## config.mk

```make
export PLATFORM = sky130hd
export DESIGN_NAME = if_id_skid_reg
export DESIGN_NICKNAME = d
export VERILOG_FILES = /design/src/rtl/if_id_skid_reg.sv
export SDC_FILE = /design/constraint.sdc
export NUM_CORES = 1
export LEC_CHECK = 0
export ABC_AREA = 1
export BUFFER_PORTS_ARGS = -buffer_cell sky130_fd_sc_hd__buf_4
export CORE_MARGIN = 2
export CORE_UTILIZATION = 45
export CTS_BUF_LIST = sky130_fd_sc_hd__clkbuf_4
export CTS_CLUSTER_SIZE = 30
export DETAILED_ROUTE_END_ITERATION = 10
export PLACE_DENSITY_LB_ADDON = 0.1
export SYNTH_ARGS = -nofsm -noshare
export SYNTH_HDL_FRONTEND = slang
export SYNTH_SLANG_ARGS = --single-unit
```

## constraint.sdc

```tcl
create_clock -name clk -period 5.75 [get_ports clk]
set_input_delay 0.8625 -clock clk [delete_from_list [all_inputs] [get_ports clk]]
set_output_delay 0.8625 -clock clk [all_outputs]
set_load 0.02 [all_outputs]
```

## src/rtl/if_id_skid_reg.sv

```systemverilog
// if_id_skid_reg: valid/ready IF/ID stage with a 2-entry skid buffer and registered in_ready.
// Define PIPE_SKID_NOP_EN to present NOP_WORD / PC 0 whenever no valid entry is held.
module if_id_skid_reg #(
  parameter int          PC_W     = 32,
  parameter int          DATA_W   = 32,
  parameter logic [31:0] NOP_WORD = 32'h0000_0013
) (
  input  logic              clk,
  input  logic              rst,
  input  logic              in_valid,
  output logic              in_ready,
  input  logic [PC_W-1:0]   in_pc,
  input  logic [DATA_W-1:0] in_data,
  output logic              out_valid,
  input  logic              out_ready,
  output logic [PC_W-1:0]   out_pc,
  output logic [DATA_W-1:0] out_data,
  input  logic              flush,
  output logic [1:0]        occ
);
  typedef enum logic [1:0] {EMPTY = 2'd0, ONE = 2'd1, TWO = 2'd2} state_t;
  state_t              state_q, state_d;
  logic [PC_W-1:0]     main_pc_q, skid_pc_q;
  logic [DATA_W-1:0]   main_data_q, skid_data_q;
  logic                ld_main, ld_skid, pop_skid;
  always_comb begin
    state_d  = state_q;
    ld_main  = 1'b0;
    ld_skid  = 1'b0;
    pop_skid = 1'b0;
    case (state_q)
      EMPTY: if (in_valid) begin
        state_d = ONE;
        ld_main = 1'b1;
      end
      ONE: if (in_valid) begin
        state_d = out_ready ? ONE : TWO;
        ld_main = out_ready;
        ld_skid = !out_ready;
      end else if (out_ready) begin
        state_d = EMPTY;
      end
      default: if (out_ready) begin
        state_d  = ONE;
        pop_skid = 1'b1;
      end
    endcase
    // flush wins: any beat accepted this cycle is dropped
    if (flush) begin
      state_d  = EMPTY;
      ld_main  = 1'b0;
      ld_skid  = 1'b0;
      pop_skid = 1'b0;
    end
  end
  always_ff @(posedge clk or posedge rst) begin
    if (rst) begin
      state_q     <= EMPTY;
      main_pc_q   <= '0;
      main_data_q <= '0;
      skid_pc_q   <= '0;
      skid_data_q <= '0;
    end else begin
      state_q <= state_d;
      if (ld_main || pop_skid) begin
        main_pc_q   <= pop_skid ? skid_pc_q : in_pc;
        main_data_q <= pop_skid ? skid_data_q : in_data;
      end
      if (ld_skid) begin
        skid_pc_q   <= in_pc;
        skid_data_q <= in_data;
      end
    end
  end
  assign in_ready  = (state_q != TWO);
  assign out_valid = (state_q != EMPTY);
  assign occ       = state_q;
`ifdef PIPE_SKID_NOP_EN
  assign out_pc   = out_valid ? main_pc_q : '0;
  assign out_data = out_valid ? main_data_q : DATA_W'(NOP_WORD);
`else
  assign out_pc   = main_pc_q;
  assign out_data = main_data_q;
`endif
endmodule
```

# Word level (Yosys, flattened, before mapping)
# Cells that the tools add are included.
[op_classes] n_eq_ne=4 muxes=19 n_reduce_logical=7
[ops] op="32-bit two-way mux" n=2
[ops] op="2-bit two-way mux" n=6
[ops] op="1-bit two-way mux" n=9
[ops] op="4-bit inequality test (second input constant)" n=1
[ops] op="2-bit one-hot mux with 2 select lines" n=1
[ops] op="4-bit nonzero test" n=1
[ops] op="3-bit inequality test (second input constant)" n=1
[ops] op="3-bit AND reduction" n=1
[ops] op="2-bit by 1-bit equality test with 1-bit output (second input constant)" n=1
[ops] op="2-bit zero test" n=1
[ops] op="2-bit inequality test (second input constant)" n=1
[ops] op="1-bit one-hot mux with 2 select lines" n=1
[ops] op="2-bit nonzero test" n=1
[ops] op="2-bit OR reduction" n=1
[ops] op="1-bit zero test" n=1
[ops] op="1-bit logical OR" n=1
[totals] reg_bits=130 input_bits=69 out_inout_bits=68 wordCells=35

# Longest topological paths before layout
[logic_depth] depth_word=5 ltp_mapped=9

# Least setup slack after synthesis
# OpenSTA, ideal clock, no wires.
[synth_path] path_type="register -> output" start="register state_q[1], in the netlist occ[1]" end="output port out_valid" t_arrival_ns=0.802 path_slack_ns=4.085 path_stages_with_launch=3 n_path_buf=0 path_cell_list="dfrtp_1 nor2_1 inv_1"
[synth_via] elab_chain_cells=1
[synth_lines] element="from (decl)" line_no="22" source="state_t state_q, state_d;"
[synth_lines] element="from (signal assigned)" line_no="64" source="state_q <= state_d;"
[synth_lines] element="2-bit nonzero test" line_no="76" source="assign out_valid = (state_q != EMPTY);"
[synth_lines] element="to (decl)" line_no="14" source="output logic out_valid,"
# No other way between the ends.

# Worst setup path after layout
[layout_path] start="register state_q[1], in the netlist occ[1]" end="register main_pc_q[9], in the netlist out_pc[9]"
[layout_via] elab_chain_cells=5 elab_cells_between_ends=9
[layout_lines] element="2-bit by 1-bit equality test with 1-bit output or 2-bit zero test (tied branches)" line_no="31" source="case (state_q)"
[layout_lines] element="2-bit OR reduction (no line)"
[layout_lines] element="1-bit two-way mux" line_no="31"
[layout_lines] element="1-bit two-way mux" line_no="49" source="if (flush) begin"
[layout_lines] element="32-bit two-way mux or 1-bit logical OR (tied branches)" line_no="66, 65"
[layout_lines] element="to (signal assigned)" line_no="66" source="main_pc_q <= pop_skid ? skid_pc_q : in_pc;"
[layout_lines] element="to (decl)" line_no="23" source="logic [PC_W-1:0] main_pc_q, skid_pc_q;"
# Parallel ways exist; a longest one is shown, timed or not.
# A chain may end at the register's enable or synchronous reset.

==> results.json <==
{
  "status": "completed",
  "fin_hold_ws_ns": 0.4287,
  "post_cts_resize_count": 0,
  "r2r-start": "occ[1]$_DFFE_PP0P_",
  "place_area_um2": 7024,
  "ff2ff_setup_slack_ns": 3.30,
  "rsz0062_at_grt": "no",
  "critPathCaptureType": "register",
  "dieArea_um2": 14730,
  "drtAntennaViolNets": 0,
  "cp_max_fo": 65,
  "place.gp.congestion": 0.7428,
  "globalRouteMet2Util": 0.3041,
  "area_growth_pct": 17.88,
  "grt_antenna_before_repair": 1,
  "route.detailed.drc": 0,
  "clock-sinks": 130,
  "arrival_ns": 2.92,
  "grt_max_degree": 85,
  "leakagePower_nw": 4.225,
  "cts_tree": "built",
  "htree_num_levels": 4,
  "finClkSkew_ns": 0.01014,
  "drtPass1Iterations": 4,
  "routed_wl_um": 13240,
  "slew_headroom": 0.2202,
  "core_region_area_um2": 13350,
  "slew_viol_final": 0,
  "grt_pass1_vias": 4647,
  "hold_viol_final": 0,
  "rows": 42,
  "critical_path_class": "reg2reg",
  "reg2reg_depth": 5,
  "io_pins": 137,
  "drt_iter0_drc": 357,
  "cp.required_ns": 6.22,
  "gr-total-overflow": 0,
  "initial_core_util": 0.4644,
  "ctsLongestPathBuffers": 2,
  "ctsRootBufferMaster": "clkbuf_4",
  "hpwlAfterDp_um": 8500,
  "power.density_nw_per_um2": 338.4,
  "layout-drive-gt1-share": 0.2035,
  "grt_pass1_wl_um": 22200,
  "maxCapViolCount": 0,
  "most-common-layout-cells": "330 x nand2_1, 140 x buf_4, 133 x inv_1",
  "ir_drop_uv": 213.1,
  "grt-busiest-layer": "met2",
  "postCtsHoldBufs": 0,
  "routedWlPerCell_um": 12.25,
  "dieHeight_um": 121.4,
  "ys_warn_count": 0,
  "final_common_cell": "nand2_1",
  "clk_latency_ns": 0.53,
  "io_buffers": 136,
  "tightest_slew_ns": 1.170,
  "cts_buffers": 17,
  "num_vias": 4905,
  "via_per_inst": 4.537,
  "fin_area_um2": 7307,
  "met3_usage": 0.07096,
  "r2r-end": "out_pc[9]$_DFFE_PP0P_",
  "synth_seq_area_share": 0.5248,
  "grt_usage": 0.1939,
  "synth_cells": 774,
  "setup_tns_ns": 0,
  "post_cts_buffers": 0,
  "syn-cell-area_um2": 6198,
  "synth_cell_types": 16,
  "nFillCells": 1345,
  "final_util": 0.5474,
  "setup_violations": 0,
  "total_power_w": 0.002473,
  "clk_pin_slew_ns": 0.11,
  "syn_nets": 843,
  "start_kind": "register",
  "die_width_um": 121.4,
  "final.min_clock_period_ns": 2.448,
  "fin_crit_sh": 0.4258,
  "fin_nets": 960,
  "fmaxAchievable_mhz": 408.4,
  "grt_use_met1": 0.2476,
  "syn_avg_cell_area_um2": 8.008,
  "min_path_type": "in2async",
  "ys_seq_elements": 130
}
-- worst max-delay path by stage --
stage	startpoint	end	slack (ns)	depth (start not counted)
floorplan	rst	occ[0]$_DFFE_PP0P_	1.42	1
global placement	out_ready	out_pc[14]$_DFFE_PP0P_	2.92	6
detailed placement	out_ready	out_pc[9]$_DFFE_PP0P_	2.89	6
CTS	occ[1]$_DFFE_PP0P_	out_pc[9]$_DFFE_PP0P_	3.29	5
global route	occ[1]$_DFFE_PP0P_	out_data[13]$_DFFE_PP0P_	3.07	5
finish	occ[1]$_DFFE_PP0P_	out_pc[9]$_DFFE_PP0P_	3.30	5
-- cell usage after synthesis (all sizes together) --
cell	instances	area (um2)
buf	41	455.4
clkbuf	1	3.750
dfrtp	130	3253
inv	135	506.7
nand2	331	1245
nand3	2	22.52
nand4	1	12.51
nor2	5	21.27
o21ai	128	678.2
-- critical path, stage by stage, from the launching register on --
cell     delay (ns)
dfrtp_1        0.52
nand3_4        0.59
nand2_2        0.12
inv_2          0.81
nand2_1        0.15
nand2_1        0.10
-- state kept, by name, indices dropped and copies added (netlist names) --
signal,flops
skid_data_q,32
occ,2
out_pc,32
skid_pc_q,32
out_data,32
-- cell families after synthesis --
group           Yosys count  synth area share
compound gates          128            0.1094
flops                   130            0.5248
simple gates            339            0.2099
buf+inv                 177            0.1558
-- layer usage --
layer	routed length, um	part of all wire
met3	805	0.061
met1	6230	0.47
met2	6011	0.45
met4	193	0.015
met5	0	0
-- stage by stage --
stage | setup slack (ns) | cells
2_1_floorplan | 1.418 | 774
6_report | 3.302 | 1081
3_3_place_gp | 2.915 | 1048
4_1_cts | 3.290 | 1080
3_5_place_dp | 2.888 | 1048
5_1_grt | 3.069 | 1081
-- power by group --
part / switching, W / total (W) / leakage [nW] / internal [W]
Combinational: 0.000351 / 0.000607 / 2.44 / 0.000255
Sequential: 0.000119 / 0.00124 / 1.63 / 0.00112
Clock: 0.000328 / 0.000625 / 0.151 / 0.000296
-- cell type report --
type,instances,area (um2),area share
sequential,130,3253,0.4452
inverter,135,511.7,0.07003
antenna,1,2.502,0.0003425
tap,176,220.2,0.03014
clock buffer,18,135.1,0.01849
multi-input combinational,467,1988,0.2721
clock inverter,14,145.1,0.01986
timing repair buffer,140,1051,0.1438
No activity file was read; power rests on OpenSTA's default activity.
